File: config.mk
export PLATFORM = sky130hd
export DESIGN_NAME = sigma_feeder
export DESIGN_NICKNAME = d
export VERILOG_FILES = /design/src/rtl/sigma_feeder.sv
export SDC_FILE = /design/constraint.sdc
export NUM_CORES = 1
export LEC_CHECK = 0
export CORE_UTILIZATION = 50
export DETAILED_ROUTE_END_ITERATION = 10
export PLACE_DENSITY = 0.89
export SETUP_SLACK_MARGIN = 0.2
export SYNTH_ARGS = -nofsm -noshare
export SYNTH_HDL_FRONTEND = slang
export SYNTH_SLANG_ARGS = --single-unit
File: constraint.sdc
create_clock -name clk -period 4.1 [get_ports clk]
set_input_delay 0.82 -clock clk [delete_from_list [all_inputs] [get_ports clk]]
set_output_delay 0.82 -clock clk [all_outputs]
set_load 0.05 [all_outputs]
File: src/rtl/sigma_feeder.sv
// sigma_feeder: serial-to-parallel front end for the sigma bound unit.
// Collects ten 32-bit words (A00..A22 row-major, then err), fires a one-cycle
// tvalid at sigma, waits for its valid (or a timeout) and returns the bound
// on a ready/valid result port. Only one transaction is ever outstanding,
// because sigma has no backpressure and its internal delay line is only
// held while tvalid is low.
//
// Ports:
//   clk, reset_n              clock, async active-low reset
//   s_valid/s_ready/s_data    serial word input
//   tvalid, A00..A22, err     parallel issue to sigma
//   valid, sigma              result from sigma
//   m_valid/m_ready/m_data    result output; m_error=1 marks a timeout
//   stray                     sticky flag: sigma valid seen outside WAIT
module sigma_feeder #(
  parameter int PRECISION = 32,
  parameter int TIMEOUT   = 128,
  parameter int ABS_EN    = 1
) (
  input  logic                 clk,
  input  logic                 reset_n,
  input  logic                 s_valid,
  output logic                 s_ready,
  input  logic [PRECISION-1:0] s_data,
  output logic                 tvalid,
  output logic [PRECISION-1:0] A00,
  output logic [PRECISION-1:0] A01,
  output logic [PRECISION-1:0] A02,
  output logic [PRECISION-1:0] A10,
  output logic [PRECISION-1:0] A11,
  output logic [PRECISION-1:0] A12,
  output logic [PRECISION-1:0] A20,
  output logic [PRECISION-1:0] A21,
  output logic [PRECISION-1:0] A22,
  output logic [PRECISION-1:0] err,
  input  logic                 valid,
  input  logic [PRECISION-1:0] sigma,
  output logic                 m_valid,
  input  logic                 m_ready,
  output logic [PRECISION-1:0] m_data,
  output logic                 m_error,
  output logic                 stray
);

  localparam int WW = $clog2(TIMEOUT);

  typedef enum logic [1:0] {LOAD, ISSUE, WAIT, HOLD} state_e;

  state_e                 state_q, state_d;
  logic [3:0]             cnt_q, cnt_d;
  logic [WW-1:0]          wcnt_q, wcnt_d;
  logic [PRECISION-1:0]   m_data_q, m_data_d;
  logic                   m_error_q, m_error_d;
  logic                   stray_q;
  logic [PRECISION-1:0]   slot_q [0:9];
  logic [PRECISION-1:0]   load_w;
  logic                   accept;

  assign s_ready = (state_q == LOAD);
  assign tvalid  = (state_q == ISSUE);
  assign m_valid = (state_q == HOLD);
  assign accept  = s_valid && s_ready;

  // Matrix slots drop their sign so sigma sees |A|; err (slot 9) is untouched.
  always_comb begin
    load_w = s_data;
    if (ABS_EN != 0 && cnt_q != 4'd9) load_w[PRECISION-1] = 1'b0;
  end

  always_comb begin
    state_d   = state_q;
    cnt_d     = cnt_q;
    wcnt_d    = wcnt_q;
    m_data_d  = m_data_q;
    m_error_d = m_error_q;
    case (state_q)
      LOAD: begin
        if (accept) begin
          if (cnt_q == 4'd9) begin
            cnt_d   = 4'd0;
            state_d = ISSUE;
          end else begin
            cnt_d = cnt_q + 4'd1;
          end
        end
      end
      ISSUE: begin
        wcnt_d  = '0;
        state_d = WAIT;
      end
      WAIT: begin
        wcnt_d = wcnt_q + 1'b1;
        // A valid on the timeout cycle still delivers the real result.
        if (valid) begin
          m_data_d  = sigma;
          m_error_d = 1'b0;
          state_d   = HOLD;
        end else if (wcnt_q == WW'(TIMEOUT - 1)) begin
          m_data_d  = '0;
          m_error_d = 1'b1;
          state_d   = HOLD;
        end
      end
      HOLD: begin
        if (m_ready) state_d = LOAD;
      end
      default: state_d = LOAD;
    endcase
  end

  always_ff @(posedge clk or negedge reset_n) begin
    if (!reset_n) begin
      state_q   <= LOAD;
      cnt_q     <= '0;
      wcnt_q    <= '0;
      m_data_q  <= '0;
      m_error_q <= 1'b0;
      stray_q   <= 1'b0;
    end else begin
      state_q   <= state_d;
      cnt_q     <= cnt_d;
      wcnt_q    <= wcnt_d;
      m_data_q  <= m_data_d;
      m_error_q <= m_error_d;
      if (valid && state_q != WAIT) stray_q <= 1'b1;
    end
  end

  always_ff @(posedge clk or negedge reset_n) begin
    if (!reset_n) begin
      for (int i = 0; i < 10; i++) slot_q[i] <= '0;
    end else if (accept) begin
      slot_q[cnt_q] <= load_w;
    end
  end

  assign A00     = slot_q[0];
  assign A01     = slot_q[1];
  assign A02     = slot_q[2];
  assign A10     = slot_q[3];
  assign A11     = slot_q[4];
  assign A12     = slot_q[5];
  assign A20     = slot_q[6];
  assign A21     = slot_q[7];
  assign A22     = slot_q[8];
  assign err     = slot_q[9];
  assign m_data  = m_data_q;
  assign m_error = m_error_q;
  assign stray   = stray_q;

endmodule

## Word level (Yosys, flattened, before mapping)

Cells that the tools add are included.

| operators by class | value |
|---|---|
| add/sub/neg operators | 2 |
| multiply operators | 0 |
| div/mod/pow operators | 0 |
| order comparisons | 2 |
| equality and inequality tests | 11 |
| shifts and indexed selects | 0 |
| muxes and demuxes | 16 |
| bitwise operators | 1 |
| reduce and logical (&&, ||, !) cells | 9 |

Operators with widths:

| kind | count |
|---|---|
| bitwise mux 320 bit | 1 |
| demux 32 bit (select 4 bit) | 1 |
| two-way mux 32 bit | 3 |
| case mux 7 bit (2 select lines) | 1 |
| two-way mux 2 bit | 5 |
| case mux 2 bit (4 select lines) | 1 |
| adder 7 x 1 -> 7 bit, second input constant | 1 |
| == test 7 bit, second input constant | 1 |
| != test 2 x 1 -> 1 bit, second input constant | 3 |
| greater-or-equal comparator 5 bit, second input constant | 1 |
| less-than comparator 5 x 1 -> 1 bit, second input constant | 1 |
| inverter 4 -> 5 bit | 1 |
| adder 4 x 1 -> 4 bit, second input constant | 1 |
| == test 2 bit, second input constant | 2 |
| == test 4 bit, second input constant | 1 |
| two-way mux 4 bit | 1 |
| != test 4 bit, second input constant | 1 |
| AND reduction 2 bit | 2 |
| AND reduction 4 bit | 1 |
| nonzero test 2 bit | 2 |
| logical AND 1 bit | 3 |
| two-way mux 1 bit | 3 |
| != test 3 bit, second input constant | 1 |
| == test 2 x 1 -> 1 bit, second input constant | 1 |
| other kinds (2) | 2 |

| word-level totals | value |
|---|---|
| register bits | 367 |
| bits in latches | 0 |
| bits in writable memories | 0 |
| bits in read-only memories | 0 |
| input port bits | 69 |
| output and inout port bits | 357 |
| logic and storage cells | 57 |
| memories kept | 0 |

## Depth between registers and ports, before layout

Gate-level depths: netlist of the first run.

| logic depth | value |
|---|---|
| word-level depth | 6 |
| depth in mapped cells | 7 |
| mapped depth without buffers | 6 |

## Least setup slack after synthesis of the first run

No wires, ideal clock.

| timing path | value |
|---|---|
| path type | flip-flop to flip-flop |
| start point | register state_q[0] |
| end point | register slot_q (netlist bit A10[10]) |
| library setup time | 0.125 ns |
| data arrival time | 2.278 ns |
| data required time | 3.975 ns |
| slack | 1.697 ns |
| stages on the path, launching flop included | 7 |
| path buffers | 1 |
| period minus slack after synthesis | 2.403 ns |
| cell sequence | dfrtp_1 inv_1 ha_1 nand2_1 nor4_2 buf_2 mux2_2 |

| between the ends | value |
|---|---|
| word-level cells in the longest chain between the ends | 2 |

RTL lines:

| item | RTL line | source |
|---|---|---|
| from (decl) | 49 | `state_e state_q, state_d;` |
| from (signal assigned) | 120 | `state_q <= state_d;` |
| logical NOT 2 bit | 59 | `assign s_ready = (state_q == LOAD);` |
| named net s_ready | 23 | `output logic s_ready,` |
| logical AND 1 bit | 62 | `assign accept = s_valid && s_ready;` |
| to (signal, indexed assignment) | 133 | `slot_q[cnt_q] <= load_w;` |
| to (decl) | 55 | `logic [PRECISION-1:0] slot_q [0:9];` |

The timed path passes the listed nets, and every way through them passes these cells.
A chain may end at the register's enable or synchronous reset.

## Final worst setup path of the first run

| timing path | value |
|---|---|
| start point | register state_q[1] |
| end point | output s_ready |

| between the ends | value |
|---|---|
| word-level cells in the longest chain between the ends | 1 |

RTL lines:

| item | RTL line |
|---|---|
| logical NOT 2 bit | 59 |
| to (decl) | 23 |

No other way between the ends.

==> out/metrics.yaml, run 1 <==
yosys:
  synth.largest_area_cell: "dfrtp_1"
  ys_top_cells_by_area: "dfrtp_1, mux2_2, mux2_1, a22o_1, buf_2"
  synth_top_cell_area_share_pct: 66.4
  syn_inst: 869
  synthArstFlopShare_pct: 100
  ys_seq_area_share_pct: 66.4
  yosys-top-cells-count: "dfrtp_1, mux2_2, a22o_1"
  synth-seq-cells: 367
  yosys_warnings: 0
  synth_nets: 943
  synthDistinctLibCells: 38
  synth.most_common_cell: "dfrtp_1"
  avgSynthCellArea_um2: 15.9
  ys.flop_type: "dfrtp_1"
  synth_edf_count: 0
  syn_area_mm2: 0.0138
floorplan:
  die_h_um: 168
  die-area_mm2: 0.0283
  initial_utilization_pct: 51.2
  die_w_um: 168
  num_rows: 60
  core_mm2: 0.0270
  io_pins: 426
setup_path:
  r2r_start: "state_q[1]"
  end_kind: "output pin"
  reg2reg_depth: 6
  path_cells: "inv_1 -> ha_1 -> clkdlybuf4s50_1"
  slowest_delay_ps: 870
  crit_buf_inv: 2
  cp_num_cells: 3
  r2r_slack_ps: 1300
  critPathKind: "reg -> out"
  worst-path-max-fanout: 6
  cp.arrival_ps: 2220
  cpMaxStageDelayCell: "clkdlybuf4s50_1"
  crit_family: "buffers and inverters"
  r2r_end: "A00[15]"
  required_ps: 3280
  start_kind: "register"
placed_design:
  io_buffers: 425
  gp_congestion: 0.809
  hpwl_um: 25700
clocking:
  cts-resized-gates: 0
  cts_tree: "done"
  clkTransAtPathRegs_ps: 60
  cts_buffers: 37
  insertion_delay_ps: 510
  cts.sinks: 367
  clockRootBuffer: "clkbuf_16"
  htree_levels: 2
  cts_buffer_depth: 3
  cts_hold_buf: 0
  cts_setup_buffers: 0
route:
  first_iter_violations: 455
  drt_wl_total_um: 39100
  first_pass_iters: 4
  wire_per_inst_um: 23.7
  drc: 0
  antenna_left: 0
  vias_per_cell: 5.48
  vias: 9039
sta:
  finalSetupTns_ps: 0
  finalHoldViolCount: 0
  slew_viol_final: 0
  tightestPinTransition_ps: 899
  rsz0062_at_grt: "false"
  max_freq_mhz: 329
  post-route-period-util_pct: 74.2
  finalClockSkew_ps: 21.5
  slew_headroom_pct: 39.8
  worst_hold_slack_ps: 362
  setup_viol: 0
  period_minus_slack_ps: 3040
global_route:
  grt_max_degree: 101
  use_met1_pct: 32.9
  grt_busiest_layer: "met2"
  grt_pass1_vias: 9828
  grtUsageMet2_pct: 48.2
  grt_overflow: 0
  antenna_found_initial: 1
  grt_util_all_layers_pct: 27.8
  use_met3_pct: 7.03
  grt_pass1_wl_um: 59300
outcome:
  status: "finished, final reports clean"
layout:
  utilization_pct: 72.7
  syn_to_final_growth_pct: 42.0
  finalNetCount: 1355
  final_layout_size_suffix_gt1_share_pct: 28.0
min_path:
  hp-class: "in -> async"
flow_run:
  maxCapViolCount: 0
-- how the worst max path moves through the flow --
| stage | slack [ps] | to | from |
|---|---|---|---|
| final | 1060 | s_ready | state_q[1] |
| after global routing | 970 | s_ready | state_q[1] |
| after CTS | 1050 | s_ready | state_q[1] |
| after detailed placement | 790 | A00[21] | s_valid |
| after global placement | 900 | A00[12] | s_valid |
| after floorplan | 1700 | A10[10] | state_q[0] |
-- layout by cell type, fill, tap and decap left out, types with 6 or more instances in the layout --
cell and n:
mux2_2 280, a22o_1 34, inv_1 6, dfrtp_1 367
clkinv_2 7, o21ai_0 8, clkbuf_1 10, nor2b_1 7
clkbuf_16 38, nand2_1 6, clkbuf_8 6, clkdlybuf4s50_1 424
mux2_1 31, nor2_1 6, buf_4 15
-- stage by stage --
stage | cells | instance area [µm²] | worst slack, ps
floorplan | 869 | 13800 | 1700
global placement | 1583 | 18500 | 899
detailed placement | 1583 | 18500 | 787
CTS | 1648 | 19600 | 1050
global route | 1649 | 19600 | 966
finish | 1649 | 19600 | 1060
-- layer usage --
layer / vias up / share of wire [%] / wire (µm)
li1: 3885 / - / -
met1: 4692 / 38 / 15000
met2: 362 / 51 / 19900
met3: 100 / 6.7 / 2620
met4: 0 / 4.1 / 1610
met5: - / 0 / 0
-- layout make-up --
class,count,area [µm²]
Clock buffer,54,1070
Sequential cell,367,9180
Timing Repair Buffer,445,4470
Tap cell,341,427
Inverter,6,22.5
Antenna cell,1,2.50
Fill cell,1636,7390
Multi-Input combinational cell,424,4360
Clock inverter,11,97.6
-- worst reg2reg max path: cells and delay by family (launching register included) --
family,cells,cell delay (ps)
fa+ha+maj,1,310
simple gates,3,1290
mux,1,530
flops,1,400
buf+inv,1,130
-- cells by family after synthesis --
| logic type | Yosys count | synth area share [%] |
|---|---|---|
| adders and majority gates | 5 | 0.452 |
| muxes | 314 | 25.5 |
| and+or+nand+nor | 52 | 2.17 |
| buffers and inverters | 78 | 2.41 |
| DFF | 367 | 66.4 |
| AOI/OAI and AO/OA | 51 | 2.91 |
| xor gates and xnor gates | 2 | 0.127 |
-- registers in the layout, summed over array words and instances, names as in the netlist --
signal and cells:
A21 32, err 32, A12 32, A22 32, A00 32, m_data 32, m_error 1, A11 32
A20 32, A01 32, wcnt_q 7, stray 1, A10 32, cnt_q 4, state_q 2, A02 32
Power of run 1 is not shown: default switching activity piles up to over one toggle a cycle in this logic, so the estimate is an artifact.
==> run 2: changes to the inputs <==
- CORE_UTILIZATION: 50 -> 47
- PLACE_DENSITY: 0.89 -> 0.84
- clock period: 4.1 -> 3 ns (I/O delays scaled with it)
==> run 2 against run 1 <==
First-iteration DRC count down 7.0%. Final cell count is 3.6% higher. Critical path depth is the same.
==> out/metrics.yaml, run 2 (synthesis gave the netlist of run 1 again) <==
sta:
  rsz0062_at_grt: "false"
  finalSetupTns_ps: 0
  tightestPinTransition_ps: 609
  slew_viol_final: 0
  slew_headroom_pct: 59.3
  finalClockSkew_ps: 15.1
  setup_viol: 0
  post-route-period-util_pct: 88.3
  period_minus_slack_ps: 2650
  max_freq_mhz: 377
  finalHoldViolCount: 0
route:
  first_pass_iters: 4
  drc: 0
  vias: 8965
  antenna_left: 0
  drt_wl_total_um: 39000
  wire_per_inst_um: 22.8
  first_iter_violations: 423
  vias_per_cell: 5.25
setup_path:
  path_cells: "inv_1 -> ha_1 -> clkdlybuf4s50_1"
  start_kind: "register"
  required_ps: 2400
  cp.arrival_ps: 2050
  cpMaxStageDelayCell: "clkdlybuf4s50_1"
  worst-path-max-fanout: 3
  critPathKind: "reg -> out"
  end_kind: "output pin"
  slowest_delay_ps: 830
placed_design:
  hpwl_um: 26500
  gp_congestion: 0.787
  io_buffers: 425
flow_run:
  maxCapViolCount: 0
clocking:
  cts_buffer_depth: 3
  clkTransAtPathRegs_ps: 70
  cts.sinks: 367
  cts_buffers: 39
  clockRootBuffer: "clkbuf_16"
  htree_levels: 2
  cts_setup_buffers: 0
  cts_tree: "done"
  cts_hold_buf: 0
  insertion_delay_ps: 520
floorplan:
  io_pins: 426
  num_rows: 62
  initial_utilization_pct: 47.9
  core_mm2: 0.0289
  die_w_um: 174
  die-area_mm2: 0.0301
  die_h_um: 174
layout:
  finalNetCount: 1370
  utilization_pct: 69.4
  syn_to_final_growth_pct: 44.7
  final_common_cell: "clkdlybuf4s50_1"
  mostFrequentLayoutCells: "clkdlybuf4s50_1, dfrtp_1, mux2_2"
  nFillCells: 1940
  final_layout_size_suffix_gt1_share_pct: 29.4
  num_antenna_cells: 0
global_route:
  antenna_found_initial: 0
  grt_pass1_vias: 9815
  grt_overflow: 0
  grt_util_all_layers_pct: 26.3
  grt_pass1_wl_um: 60200
  grt_max_degree: 70
min_path:
  hp-class: "in -> async"
outcome:
  status: "finished, final reports clean"
==> run 2: through the flow <==
| stage | area (µm²) | worst slack [ps] | std cells | hold WS, ps |
|---|---|---|---|---|
| finish | 20000 | 350 | 1709 | 54.3 |
| global route | 20000 | 268 | 1709 | 89.5 |
| CTS | 20000 | 329 | 1709 | 66.1 |
| detailed placement | 18700 | 375 | 1639 | 444 |
| global placement | 18700 | 416 | 1639 | 441 |
| floorplan | 13800 | 597 | 869 | 304 |
==> run 2: what timing repair did <==
action                                  CTS  global route
gates resized for setup                   1             0
endpoints found under the setup margin    1             0
endpoints found under the hold margin     0             0
==> run 2: final cells by class <==
type / count / area, µm² / area share (%)
inverter: 6 / 22.5 / 0.112
timing repair buffer: 458 / 4610 / 23.0
tap: 384 / 480 / 2.40
multi-input combinational: 424 / 4360 / 21.8
sequential: 367 / 9180 / 45.9
clock buffer: 58 / 1220 / 6.09
clock inverter: 12 / 143 / 0.713
==> run 2: critical path: cells and delay by family (launching register included) <==
family                     cells  cell delay, ps
adders and majority gates      1             190
buffers and inverters          2             930
DFF                            1             400
==> run 2: path summary, 6_finish.rpt <==
check	endpoint	startpoint	slack, ps	depth (start not counted)
min in group clk	stray	stray	460	1
worst min-delay path	m_data[18]	reset_n	50	1
worst max-delay path	tvalid	state_q[1]	350	3
worst max register to register	A02[24]	state_q[0]	620	7
worst min register to register	stray	stray	460	1
max in group asynchronous	A02[4]	reset_n	2040	2
==> run 2: routing by layer <==
layer	vias up	global-route usage [%]	part of all wire, %
li1	3910	-	-
met1	4632	31.8	39
met2	320	43.7	49
met3	103	7.41	7.0
met4	0	12.1	4.5
met5	-	0	0
Power of run 2 is left out for the same reason.
==> run 3: changes to the inputs <==
- REMOVE_ABC_BUFFERS: default -> 1
==> run 3 against run 2 <==
Sequential share of layout area up 0.14 points. First-iteration DRC count down 8.0%. Core utilization decreased by 0.21 points. Final cell count grew 0.18%. Via count up 0.55%. Routed wire length about the same. Count of clock-buffer cells in the layout is 4 lower. Register-to-register slack better by 70 ps. Maximum frequency is 2.9% higher. Flip-flop and latch count unchanged.
==> out/metrics.yaml, run 3 (synthesis gave the netlist of run 1 again) <==
clocking:
  clockRootBuffer: "clkbuf_16"
  cts_setup_buffers: 0
  cts_hold_buf: 0
  htree_levels: 2
  cts_tree: "done"
  cts-resized-gates: 1
  cts_buffer_depth: 3
  clkTransAtPathRegs_ps: 60
  insertion_delay_ps: 520
  cts_buffers: 39
  cts.sinks: 367
floorplan:
  die_w_um: 174
  initial_utilization_pct: 47.9
  die_h_um: 174
  num_rows: 62
  io_pins: 426
  die-area_mm2: 0.0301
  core_mm2: 0.0289
layout:
  final_common_cell: "clkdlybuf4s50_1"
  nFillCells: 1917
  syn_to_final_growth_pct: 44.3
  finalNetCount: 1370
  final_layout_size_suffix_gt1_share_pct: 29.5
  mostFrequentLayoutCells: "clkdlybuf4s50_1, dfrtp_1, mux2_2"
  stdcell_area_mm2: 0.0200
setup_path:
  r2r_start: "state_q[1]"
  crit_start: "state_q[1]"
  reg2reg_depth: 7
  cp.arrival_ps: 1980
  end_kind: "output pin"
  critPathKind: "reg -> out"
  worst-path-max-fanout: 3
  r2r_end: "A02[26]"
  start_kind: "register"
  r2r_slack_ps: 690
  required_ps: 2400
outcome:
  status: "finished, final reports clean"
route:
  drt_wl_total_um: 39000
  vias: 9014
  antenna_left: 0
  drc: 0
  first_pass_iters: 4
  first_iter_violations: 389
  vias_per_cell: 5.27
  wire_per_inst_um: 22.8
sta:
  rsz0062_at_grt: "false"
  period_minus_slack_ps: 2580
  post-route-period-util_pct: 85.9
  finalHoldViolCount: 0
  layout_setup_ws_ps: 424
  slew_headroom_pct: 59.3
  slew_viol_final: 0
  setup_viol: 0
  finalClockSkew_ps: 26.8
  tightestPinTransition_ps: 611
  max_freq_mhz: 388
global_route:
  grt_max_degree: 73
  grt_pass1_vias: 9707
  grt_pass1_wl_um: 59900
  grt_util_all_layers_pct: 26.3
  grt_overflow: 0
  antenna_found_initial: 1
placed_design:
  io_buffers: 425
  gp_congestion: 0.785
  placed_cell_area_mm2: 0.0186
  dp_slack_ps: 377
  hpwl_um: 27100
min_path:
  hp-class: "in -> async"
flow_run:
  maxCapViolCount: 0
run 3: changes by cell type in the layout (fill, tap and decap cells not counted), moves of 2 or more:
cell       previous run  this run
clkinv_2              7        11
inv_6                 0         3
clkbuf_8             13        10
clkbuf_16            41        39
clkinv_4              2         0
run 3: through the flow:
stage / TNS [ps] / hold WS [ps] / instances / util [%]
after floorplan: -45240 / 304 / 797 / -
after global placement: 0 / 451 / 1639 / 64.6
after detailed placement: 0 / 453 / 1639 / 64.6
after CTS: 0 / 75.0 / 1711 / 69.2
after global routing: 0 / 84.1 / 1712 / 69.2
final: 0 / 42.3 / 1712 / 69.2
run 3: worst max-delay path: stages (launching register included):
cell	delay, ps
dfrtp_1	400
inv_1	110
ha_1	150
clkdlybuf4s50_1	800
run 3: layout make-up:
type                    count  area (µm²)  share of cell area, %
repair buffers            458        4590                   23.0
inverters                   6        22.5                  0.113
diodes                      1        2.50                 0.0125
multi-input cells         424        4360                   21.9
clock inverters            18         179                  0.896
well taps                 384         480                   2.41
flip-flops and latches    367        9180                   46.0
clock buffers              54        1130                   5.67
run 3: worst max-delay path by stage:
stage	to	slack (ps)	cells past startpoint
after floorplan	A10[0]	-690	5
after global placement	A02[14]	420	6
after detailed placement	err[25]	380	5
after CTS	tvalid	390	3
after global routing	tvalid	330	3
final	tvalid	420	3
run 3: metal layers:
metal / share of wire (%) / GRT usage [%]
met2: 51 / 45.3
met5: 0 / 0
met4: 2.7 / 8.63
met3: 7.5 / 7.17
met1: 39 / 31.9
Power of run 3 is left out for the same reason.
